==> src/rtl/data_mem_pkg.sv <==
// rtl/data_mem_pkg.sv - shared states and constants for the data-memory controller
package data_mem_pkg;

    typedef enum logic [2:0] {
        ST_IDLE,
        ST_RD_WAIT,
        ST_RD_CAP,
        ST_RMW_WAIT,
        ST_RMW_MERGE,
        ST_WR,
        ST_DONE
    } state_e;

    // Big-endian lane offsets: offset 0 is the most significant byte.
    localparam logic [1:0] LANE_0 = 2'd0;
    localparam logic [1:0] LANE_1 = 2'd1;
    localparam logic [1:0] LANE_2 = 2'd2;
    localparam logic [1:0] LANE_3 = 2'd3;

    localparam logic ACC_WORD = 1'b0;
    localparam logic ACC_BYTE = 1'b1;

    localparam logic MODE_EXTRACT = 1'b0;
    localparam logic MODE_MERGE   = 1'b1;

endpackage

==> src/rtl/byte_lane_merge.sv <==
// rtl/byte_lane_merge.sv - big-endian byte-lane extract (load) or replace (store merge)
module byte_lane_merge
    import data_mem_pkg::*;
(
    input  logic [31:0] word_i,
    input  logic [1:0]  offset_i,
    input  logic [7:0]  byte_i,
    input  logic        mode_i,
    output logic [31:0] result_o
);

    logic [7:0]  lane;
    logic [31:0] merged;

    always_comb begin
        lane   = word_i[7:0];
        merged = word_i;
        case (offset_i)
            LANE_0: begin lane = word_i[31:24]; merged[31:24] = byte_i; end
            LANE_1: begin lane = word_i[23:16]; merged[23:16] = byte_i; end
            LANE_2: begin lane = word_i[15:8];  merged[15:8]  = byte_i; end
            LANE_3: begin lane = word_i[7:0];   merged[7:0]   = byte_i; end
            default: ;
        endcase
        result_o = (mode_i == MODE_MERGE) ? merged : {24'd0, lane};
    end

endmodule

==> src/rtl/data_mem_ctrl.sv <==
// rtl/data_mem_ctrl.sv - CPU load/store to sync RAM controller with byte RMW; ALIGN_CHECK_EN adds misaligned-word faults
module data_mem_ctrl
    import data_mem_pkg::*;
#(
    parameter int ADDR_W = 10
) (
    input  logic              clk,
    input  logic              rst,
    input  logic              cpu_req,
    input  logic              cpu_wren,
    input  logic              cpu_byte,
    input  logic [31:0]       cpu_addr,
    input  logic [31:0]       cpu_wdata,
    output logic [31:0]       cpu_rdata,
    output logic              cpu_ready,
    output logic              cpu_fault,
    output logic [ADDR_W-1:0] ram_addr,
    output logic [31:0]       ram_wdata,
    output logic              ram_wren,
    input  logic [31:0]       ram_rdata
);

    state_e            state_q, state_d;
    logic [ADDR_W-1:0] addr_q, addr_d;
    logic [31:0]       wdata_q, wdata_d;
    logic              wren_q, wren_d;
    logic [31:0]       rdata_q, rdata_d;
    logic              ready_q, ready_d;
    logic              fault_q, fault_d;
    logic [1:0]        off_q, off_d;
    logic [7:0]        sbyte_q, sbyte_d;
    logic              acc_q, acc_d;

    logic              misalign;
    logic [31:0]       lane_result;

`ifdef ALIGN_CHECK_EN
    assign misalign  = (cpu_byte == ACC_WORD) && (cpu_addr[1:0] != 2'b00);
    assign cpu_fault = fault_q;
`else
    assign misalign  = 1'b0;
    assign cpu_fault = 1'b0;
    logic unused_fault;
    assign unused_fault = fault_q;
`endif

    // Upper address bits are intentionally dropped, so addresses alias.
    logic unused_addr_bits;
    assign unused_addr_bits = ^cpu_addr[31:ADDR_W+2];

    // One lane unit serves both the load extract and the RMW merge.
    byte_lane_merge u_lane (
        .word_i   (ram_rdata),
        .offset_i (off_q),
        .byte_i   (sbyte_q),
        .mode_i   ((state_q == ST_RMW_MERGE) ? MODE_MERGE : MODE_EXTRACT),
        .result_o (lane_result)
    );

    always_comb begin
        state_d = state_q;
        addr_d  = addr_q;
        wdata_d = wdata_q;
        wren_d  = 1'b0;
        rdata_d = rdata_q;
        ready_d = 1'b0;
        fault_d = 1'b0;
        off_d   = off_q;
        sbyte_d = sbyte_q;
        acc_d   = acc_q;

        case (state_q)
            ST_IDLE: begin
                if (cpu_req) begin
                    if (misalign) begin
                        ready_d = 1'b1;
                        fault_d = 1'b1;
                        rdata_d = 32'd0;
                        state_d = ST_DONE;
                    end else begin
                        addr_d  = cpu_addr[ADDR_W+1:2];
                        off_d   = cpu_addr[1:0];
                        sbyte_d = cpu_wdata[7:0];
                        acc_d   = cpu_byte;
                        if (!cpu_wren) begin
                            state_d = ST_RD_WAIT;
                        end else if (cpu_byte == ACC_WORD) begin
                            wdata_d = cpu_wdata;
                            wren_d  = 1'b1;
                            state_d = ST_WR;
                        end else begin
                            state_d = ST_RMW_WAIT;
                        end
                    end
                end
            end
            ST_RD_WAIT:  state_d = ST_RD_CAP;
            ST_RD_CAP: begin
                rdata_d = (acc_q == ACC_BYTE) ? lane_result : ram_rdata;
                ready_d = 1'b1;
                state_d = ST_DONE;
            end
            ST_RMW_WAIT: state_d = ST_RMW_MERGE;
            ST_RMW_MERGE: begin
                wdata_d = lane_result;
                wren_d  = 1'b1;
                state_d = ST_WR;
            end
            ST_WR: begin
                ready_d = 1'b1;
                state_d = ST_DONE;
            end
            ST_DONE:     state_d = ST_IDLE;
            default:     state_d = ST_IDLE;
        endcase
    end

    always_ff @(posedge clk or posedge rst) begin
        if (rst) begin
            state_q <= ST_IDLE;
            addr_q  <= '0;
            wdata_q <= '0;
            wren_q  <= 1'b0;
            rdata_q <= '0;
            ready_q <= 1'b0;
            fault_q <= 1'b0;
            off_q   <= '0;
            sbyte_q <= '0;
            acc_q   <= ACC_WORD;
        end else begin
            state_q <= state_d;
            addr_q  <= addr_d;
            wdata_q <= wdata_d;
            wren_q  <= wren_d;
            rdata_q <= rdata_d;
            ready_q <= ready_d;
            fault_q <= fault_d;
            off_q   <= off_d;
            sbyte_q <= sbyte_d;
            acc_q   <= acc_d;
        end
    end

    assign cpu_rdata = rdata_q;
    assign cpu_ready = ready_q;
    assign ram_addr  = addr_q;
    assign ram_wdata = wdata_q;
    assign ram_wren  = wren_q;

endmodule

==> config.mk <==
export PLATFORM = sky130hd
export DESIGN_NAME = data_mem_ctrl
export DESIGN_NICKNAME = d
export VERILOG_FILES = /design/src/rtl/data_mem_pkg.sv /design/src/rtl/byte_lane_merge.sv /design/src/rtl/data_mem_ctrl.sv
export SDC_FILE = /design/constraint.sdc
export NUM_CORES = 1
export LEC_CHECK = 0
export ABC_AREA = 1
export CORE_ASPECT_RATIO = 1.75
export CORE_MARGIN = 3
export CORE_UTILIZATION = 42
export DETAILED_ROUTE_END_ITERATION = 12
export GPL_TIMING_DRIVEN = 1
export PLACE_DENSITY = 0.82
export SLEW_MARGIN = 40
export SYNTH_ARGS = -nofsm -noshare
export SYNTH_HDL_FRONTEND = slang
export SYNTH_HIERARCHICAL = 1
export SYNTH_SLANG_ARGS = --single-unit
==> constraint.sdc <==
create_clock -name clk -period 3.2 [get_ports clk]
set_input_delay 0.96 -clock clk [delete_from_list [all_inputs] [get_ports clk]]
set_output_delay 0.96 -clock clk [all_outputs]
set_load 0.01 [all_outputs]
Word-level counts from Yosys, hierarchy flattened
Cells that the tools add are included.
W data, S select, Z words.
Cells by class
  shift-type cells: 0
  equal/unequal tests: 11
  bitwise logic cells: 0
  muxes and demuxes: 21
  multipliers: 0
  add/sub/neg operators: 0
  magnitude comparators: 0
  reductions and logical operators: 6
  divide/modulo/power cells: 0
Operator list (number)
  $mux W32: 5
  $pmux W32 S2: 1
  $mux W8: 4
  $pmux W8 S4: 1
  $pmux W3 S5: 1
  $mux W3: 3
  $eq A3 B2 Y1 const B: 2
  $eq A3 B3 Y1 const B: 2
  $ne A2 B2 Y1 const B: 3
  $mux W1: 5
  $eq A2 B2 Y1 const B: 2
  $reduce_and A4 Y1: 1
  $eq A3 B1 Y1 const B: 1
  $logic_not A3 Y1: 1
  $eq A2 B1 Y1 const B: 1
  $logic_not A2 Y1: 1
  $pmux W1 S2: 1
  $reduce_and A2 Y1: 1
  $reduce_bool A2 Y1: 1
  $reduce_or A2 Y1: 1
Word-level totals
  input bits: 101
  latch bits: 0
  register bits after elaboration: 90
  bits in writable memories: 0
  memories: 0
  ROM bits: 0
  word-level logic and storage cells: 47

Depth between registers and ports, before layout
Gate-level depths: netlist of run 1.
  depth after elaboration: 4
  mapped depth: 13
  depth with buffers taken out: 11

By module
The synthesis of run 1 kept the hierarchy.
Modules (own cells, without submodules)
  data_mem_ctrl: times used 1, seq. area each 2252.2 µm², cells an instance 573, area an instance 4334.2 µm²
  byte_lane_merge: times used 1, seq. area each 0.0 µm², cells an instance 175, area an instance 878.3 µm²

Worst setup path after synthesis of run 1
OpenSTA, ideal clock, no wires.
  path kind: register to register
  from: register state_q[1]
  to: register wdata_q[28], in the netlist ram_wdata[28]
  buffers on the path: 3
  clock period less this slack: 1.816 ns
  setup slack: 1.384 ns
  arrival time: 1.751 ns
  stages on the path, launching flop included: 13
  library setup time: 0.065 ns
  cell sequence: dfrtp_1 -> nor2_4 -> nand2_1 -> buf_2 -> inv_1 -> buf_2 -> buf_2 -> o21ai_0 -> a21oi_1 -> nand3_1 -> nand2_1 -> nand2_1 -> nand2_1
Between the ends
  cells in the longest elaborated chain, start to end: 4
Ends and longest elaborated chain
  start, declared: line data_mem_ctrl.sv:23  | state_e state_q, state_d;
  start signal, assigned: line data_mem_ctrl.sv:131  | state_q <= state_d;
  $eq A3 B3 Y1: line data_mem_ctrl.sv:56  | .mode_i ((state_q == ST_RMW_MERGE) ? MODE_MERGE : MODE_EXTRACT),
  $mux W1: line data_mem_ctrl.sv:56
  $mux W32: line byte_lane_merge.sv:25  | result_o = (mode_i == MODE_MERGE) ? merged : {24'd0, lane};
  named net lane_result[28]: line data_mem_ctrl.sv:35  | logic [31:0] lane_result;
  $pmux W32 S2: line data_mem_ctrl.sv:72  | case (state_q)
  end signal, assigned: line data_mem_ctrl.sv:133  | wdata_q <= wdata_d;
  end, declared: line data_mem_ctrl.sv:25  | logic [31:0] wdata_q, wdata_d;
The timed path passes the listed nets, and every way through them passes these cells.
A chain may end at the register's enable or synchronous reset.

Worst setup path in the final report of run 1
  from: register state_q[1]
  to: register acc_q
Between the ends
  cells in the longest elaborated chain, start to end: 2
Ends and longest elaborated chain
  $logic_not A3 Y1: line data_mem_ctrl.sv:72
  $reduce_and A2 Y1 (no source line)
  end signal, assigned: line data_mem_ctrl.sv:129  | acc_q <= ACC_WORD;
  end signal, assigned: line data_mem_ctrl.sv:140  | acc_q <= acc_d;
  end, declared: line data_mem_ctrl.sv:32  | logic acc_q, acc_d;
No other way between the ends.

==> impl_results.md, run 1 <==
* Layout cells sized above 1 at 0.0498
* Clk Tree Root Cell: clkbuf_16
* Top Layer Used: met4
* Post-CTS sizing at 0
* Max transition margin at 0.519
* Hold Fails Final Rpt at 0
* Clock latency on the worst-skew pair at roughly 350 ps
* CTS tree: done
* Slowest stage delay, CP at 530 ps
* I/O Buffers at 156
* Most frequent cells in the layout: nand2_1, clkdlybuf4s50_1, dfrtp_1
* Achievable frequency at about 450 MHz
* DIE HEIGHT at 153 um
* Critical Path Sink Type: flop
* WL met2 at 8810 um
* Type of the worst min-delay path: reg -> reg
* RSZ-0062 raised after global routing: false
* CP cell instances: nor2_4 > buf_4 > nand2_2 > inv_2 > nand2_1 > o21ai_0
* Post-synthesis cell area at between 5000 and 6000 um2
* Initial DRT Pass Iterations at 5
* Starting density of the core at 0.432
* WL/cell at 15.6 um
* H-Tree Level Count at 3
* Fin. max-slew vios at 0
* Detailed Route Iter0 Violations at about 360
* Worst R2R Start: state_q[1]
* IO Count at between 150 and 200
* M1 WL at approximately 6100 um
* Synthesis-stage register bit count at 90
* Final #Nets at 980
* GR Overflow Total at 0
* Minimum clock period at 2240 ps
* Drt total wl at approximately 16000 um
* CP Launch Type: flop
* Critical path class: reg -> reg
* Routability congestion estimate at 0.970
* Mean post-synth cell area at between 6 and 7 um2
* Arr. time, crit path at 2490 ps
* Largest family of logic cells by synthesized area: simple AND/OR/NAND/NOR gates
* Hold Path Cell Cnt at 2
* Crit path max fanout at 34
* Synthesized net count at 849
* FF-to-FF setup slack at 960 ps
* Routed Antenna Nets at 0
* Final Core Density at 0.587
* WP buf/inv at 2
* Area share of xor/xnor cells in the synthesized design at 0
* Yosys warning total at 6
* Core Region at 12100 um2
* Commonest non-fill, non-tap cell in the layout: nand2_1
* Synthesized netlist cell count at 748
* Slowest stage cell, crit path: nand2_1
* Die ar. at 13800 um2
* Hpwl dp at 12300 um
* N_diodes at 0
* TNS Setup at 0 ps
* CTS Hold Bufs at 0
* Largest net degree at the start of global routing at 91
* Post-synthesis cell type count at 25
* First-pass GRT wire length at roughly 26000 um
* Vias in the first global route at 4975
* Start point of the worst hold path: ram_addr[5]
* Req. time, crit path at 3450 ps
* Via density per instance at 4.98
* CTS Sinks at 90
* Max cap viols at 0
* Clock-pin slew on the worst setup and hold paths at 70 ps
* Postcts setup bufs at 0
* Cell taking the most area after synthesis: dfrtp_1
* Clock Skew at 11.9 ps
* Total Routing Usage GR at 0.240
* Static leakage at 3.53 nW
* Met3 wire length at about 710 um
* Peak supply drop at 0.582 mV
* Reg2reg path depth at 6
* Sequential element share of the synthesized area at 0.432
* Row count at 53
* Status: finished, final reports clean
* Main area contributors after synthesis: dfrtp_1, nand2_1, nand3_1
* Final Cycle Share at 0.701
* Clk buf depth at 2
* Post-synth top area share at 0.432
* Multiplexer share of the synthesized area at 0
* Die W at around 90 um
* Compound-Gate Fraction of Synth Area at 0.118
* Min-Delay Endpoint: ram_addr[5]
* DRC at 0
* Adder-cell share of the synthesized area at 0
* Power Density at 989 nW/um2
* Antenna violations before repair at 0
* Final setup vio count at 0
* Vias post-DR at 5219
* Synth-to-Final Area Change at 35.9%
* CP top delay family: simple AND/OR/NAND/NOR gates
* Synth Area in Simple Gates at 0.347
* CTS buffer count at 9
* Slew @ Worst Pin at 720 ps
* Reg2reg end: acc_q
metal layers:
metal  up-vias  GRT usage
li1       2625          -
met1      2364      0.262
met2       186      0.442
met3        44     0.0350
met4         0      0.126
met5         -          0
power breakdown:
part	total (mW)	internal, mW	leakage (nW)	switching, mW
registers	2.05	1.68	1.12	0.366
logic	3.96	1.62	2.28	2.34
clock network	0.993	0.535	0.130	0.458
kinds of logic after synthesis:
kind of cell | count (synthesis)
and+or+nand+nor | 440
buffers and inverters | 113
AOI/OAI and AO/OA | 104
DFF | 90
other | 1
layout make-up:
| cell class | instances | area [um2] |
|---|---|---|
| fill | 1125 | 4990 |
| clock inverter | 6 | 50.0 |
| sequential | 90 | 2250 |
| tap | 165 | 206 |
| inverter | 65 | 253 |
| timing repair buffer | 168 | 1660 |
| multi-input combinational | 545 | 2430 |
| clock buffer | 10 | 229 |
registers in the layout, summed over array words and instances (netlist names), 2 cells and up:
name,count
state_q,3
ram_addr,10
sbyte_q,8
cpu_rdata,32
off_q,2
ram_wdata,32
worst reg2reg max path: stages (launching register included):
cell and delay [ps]:
dfrtp_1 450, nor2_4 120, buf_4 300, nand2_2 130, inv_2 290, nand2_1 530
o21ai_0 320
Yosys cell counts:
library cell and instances:
inv_2 3, a21oi_1 32, nand2_4 2, nand2_2 2
conb_1 1, nand2_1 350, o21bai_1 4, o211ai_1 32
o22ai_1 1, clkbuf_1 10, dfrtp_1 90, nand3_1 67
nor2_4 3, buf_6 6, inv_1 60, buf_2 20
buf_1 3, o21ai_1 5, nor2_8 1, buf_4 9
inv_4 2, nand3_4 1, a21oi_2 1, nor2_1 14
o21ai_0 29
worst max path at each step:
stage,start,endpoint,depth (start not counted),slack [ps]
after CTS,state_q[1],ram_wdata[3],12,650
after global placement,cpu_req,acc_q,3,620
after detailed placement,cpu_req,acc_q,3,660
final,state_q[1],acc_q,6,960
after floorplan,rst,acc_q,1,1190
after global routing,state_q[1],ram_wdata[6],12,720
per-stage QoR:
step	area [um2]	instances	worst slack, ps	hold slack, ps	power, mW
floorplan	5220	748	1190	442	4.45
global placement	6800	1033	623	453	5.93
detailed placement	6800	1033	662	457	6.01
CTS	7080	1049	646	474	7.04
global route	7080	1049	719	495	7.56
finish	7080	1049	957	470	7.00
No activity file was read; power rests on OpenSTA's default activity.
==> inputs of run 2 (changes only) <==
==> constraint.sdc (replaced) <==
create_clock -name clk -period 1.8 [get_ports clk]
set_input_delay 0.54 -clock clk [delete_from_list [all_inputs] [get_ports clk]]
set_output_delay 0.54 -clock clk [all_outputs]
set_load 0.01 [all_outputs]
==> impl_results.md, run 2 (synthesis results as in run 1) <==
* N_diodes at 0 (unchanged)
* Static leakage at 4.24 nW (was 3.53 nW)
* Synth-to-Final Area Change at 43.7% (was 35.9%)
* Crit path depth at 1 (was 6)
* Post-place setup slack at -128 ps (was 662 ps)
* Type of the worst min-delay path: reg -> reg (unchanged)
* Power Density at 1710 nW/um2 (was 989 nW/um2)
* Die W at 90.2 um (unchanged)
* Hold Path Cell Cnt at 2 (unchanged)
* Arr. time, crit path at 1240 ps (was 2490 ps)
* Initial DRT Pass Iterations at 6 (was 5)
* WP buf/inv at 1 (was 2)
* Reg2reg path depth at 9 (was 6)
* Minimum clock period at 1780 ps
* CP cell instances: clkdlybuf4s50_1 (was nor2_4 > buf_4 > nand2_2 > inv_2 > nand2_1 > o21ai_0)
* Starting density of the core at 0.432 (unchanged)
* Critical Path Sink Type: primary output (was flop)
* Detailed Route Iter0 Violations at 353 (was 363)
* I/O Buffers at 156 (unchanged)
* Placed insts at 1062 (was 1033)
* Most frequent cells in the layout: nand2_1, clkdlybuf4s50_1, dfrtp_1 (unchanged)
* CTS Hold Bufs at 0 (unchanged)
* DRC at 0 (unchanged)
* Routability congestion estimate at 0.932 (was 0.970)
* Max cap viols at 0 (unchanged)
* Die ar. at 13800 um2 (unchanged)
* H-Tree Level Count at 3 (unchanged)
* CP Launch Type: flop (unchanged)
* Req. time, crit path at 1260 ps (was 3450 ps)
* Clock latency on the worst-skew pair at 350 ps (about the same)
* Slowest stage cell, crit path: clkdlybuf4s50_1 (was nand2_1)
* IO Count at 178 (unchanged)
* Final #Nets at 1011 (was 980)
* Routed Antenna Nets at 0 (unchanged)
* GR Overflow Total at 0 (unchanged)
* Row count at 53 (unchanged)
* Crit path max fanout at 2 (was 34)
* Hpwl dp at 12900 um (was 12300 um)
* Commonest non-fill, non-tap cell in the layout: nand2_1 (unchanged)
* Largest net degree at the start of global routing at 38 (was 91)
* Final Instance Area at 7490 um2 (was 7080 um2)
* CTS tree: done (unchanged)
* Clock-pin slew on the worst setup and hold paths at 70 ps (about the same)
* Via density per instance at 5.05 (was 4.98)
* Achievable frequency at 563 MHz
* Drt total wl at 17200 um (was 16400 um)
* Clk Tree Root Cell: clkbuf_16 (unchanged)
* Vias post-DR at 5444 (was 5219)
* Non-Filler Instances at 1079 (was 1049)
* Critical path class: reg -> out (was reg -> reg)
* CTS Sinks at 90 (unchanged)
* First-pass GRT wire length at 26600 um (was 25900 um)
* CTS buffer count at 9 (unchanged)
* Final Cycle Share at 0.987
* DIE HEIGHT at 153 um (unchanged)
* Status: finished, final reports clean (unchanged)
* CP top delay family: buffers and inverters (was simple AND/OR/NAND/NOR gates)
* Postcts setup bufs at 0 (unchanged)
* Final setup vio count at 0 (unchanged)
* WL/cell at 16.0 um (was 15.6 um)
* Vias in the first global route at 5105 (was 4975)
* Setup ws final at 22.9 ps (was 957 ps)
* Area of placed instances at 7090 um2 (was 6800 um2)
* Clock Skew at 5.53 ps (was 11.9 ps)
* Clk buf depth at 2 (unchanged)
* Peak supply drop at 1.10 mV (was 0.582 mV)
* Slowest stage delay, CP at 540 ps (was 530 ps)
* Layout cells sized above 1 at 0.0853 (was 0.0498)
* WHS at 473 ps (was 470 ps)
* Total Routing Usage GR at 0.247 (was 0.240)
* Antenna violations before repair at 0 (unchanged)
* Core Region at 12100 um2 (unchanged)
* Hold Fails Final Rpt at 0 (unchanged)
* Fin. max-slew vios at 0 (unchanged)
* TNS Setup at 0 ps (unchanged)
[run 2: cell types whose count changed in the layout (fill, tap and decap cells not counted), moves of 2 or more]
cell	before	now
buf_12	1	6
buf_4	11	35
clkbuf_16	9	11
clkdlybuf4s50_1	156	94
dlygate4sd2_1	0	24
dlymetal6s2s_1	0	38
o21ai_0	29	27
o21ai_1	5	7
[run 2: path summary, 6_finish.rpt]
path | start | endpoint | slack [ps]
max reg2reg | off_q[0] | ram_wdata[29] | 110
min | sbyte_q[1] | sbyte_q[1] | 470
max in group asynchronous | rst | off_q[1] | 770
min reg2reg | sbyte_q[1] | sbyte_q[1] | 470
max | cpu_rdata[19] | cpu_rdata[19] | 20
min in group asynchronous | rst | cpu_rdata[25] | 530
[run 2: power by group]
group          internal [mW]  switching, mW  total (mW)
Sequential              2.99          0.587        3.57
Clock                  0.943          0.845        1.79
Combinational           3.06           4.39        7.45
Total                   6.99           5.83        12.8
[run 2: final cells by class]
type	instances	area, um2
clock buffer	9	225
inverter	65	258
tap	165	206
sequential	90	2250
multi-input combinational	545	2440
fill	1077	4580
timing repair buffer	199	2060
clock inverter	6	50.0
[run 2: per-stage QoR]
step	utilization	total power, mW
after floorplan	-	7.93
after global placement	0.587	11.0
after detailed placement	0.587	11.1
after CTS	0.607	12.8
after global routing	0.621	13.8
final	0.621	12.8
[run 2: routing by layer]
| metal | part of all wire | track usage | vias to the layer above |
|---|---|---|---|
| met4 | 0.053 | 0.152 | 0 |
| met2 | 0.54 | 0.451 | 199 |
| met1 | 0.37 | 0.267 | 2497 |
| met3 | 0.039 | 0.0315 | 46 |
| li1 | - | - | 2702 |
| met5 | 0 | 0 | - |
[run 2: what timing repair did]
action,4_1_cts,5_1_grt
cloned,0,2
setup endpoints to repair,24,50
pin swaps,0,3
endpoints found under the hold margin,0,0
resized for setup,24,45
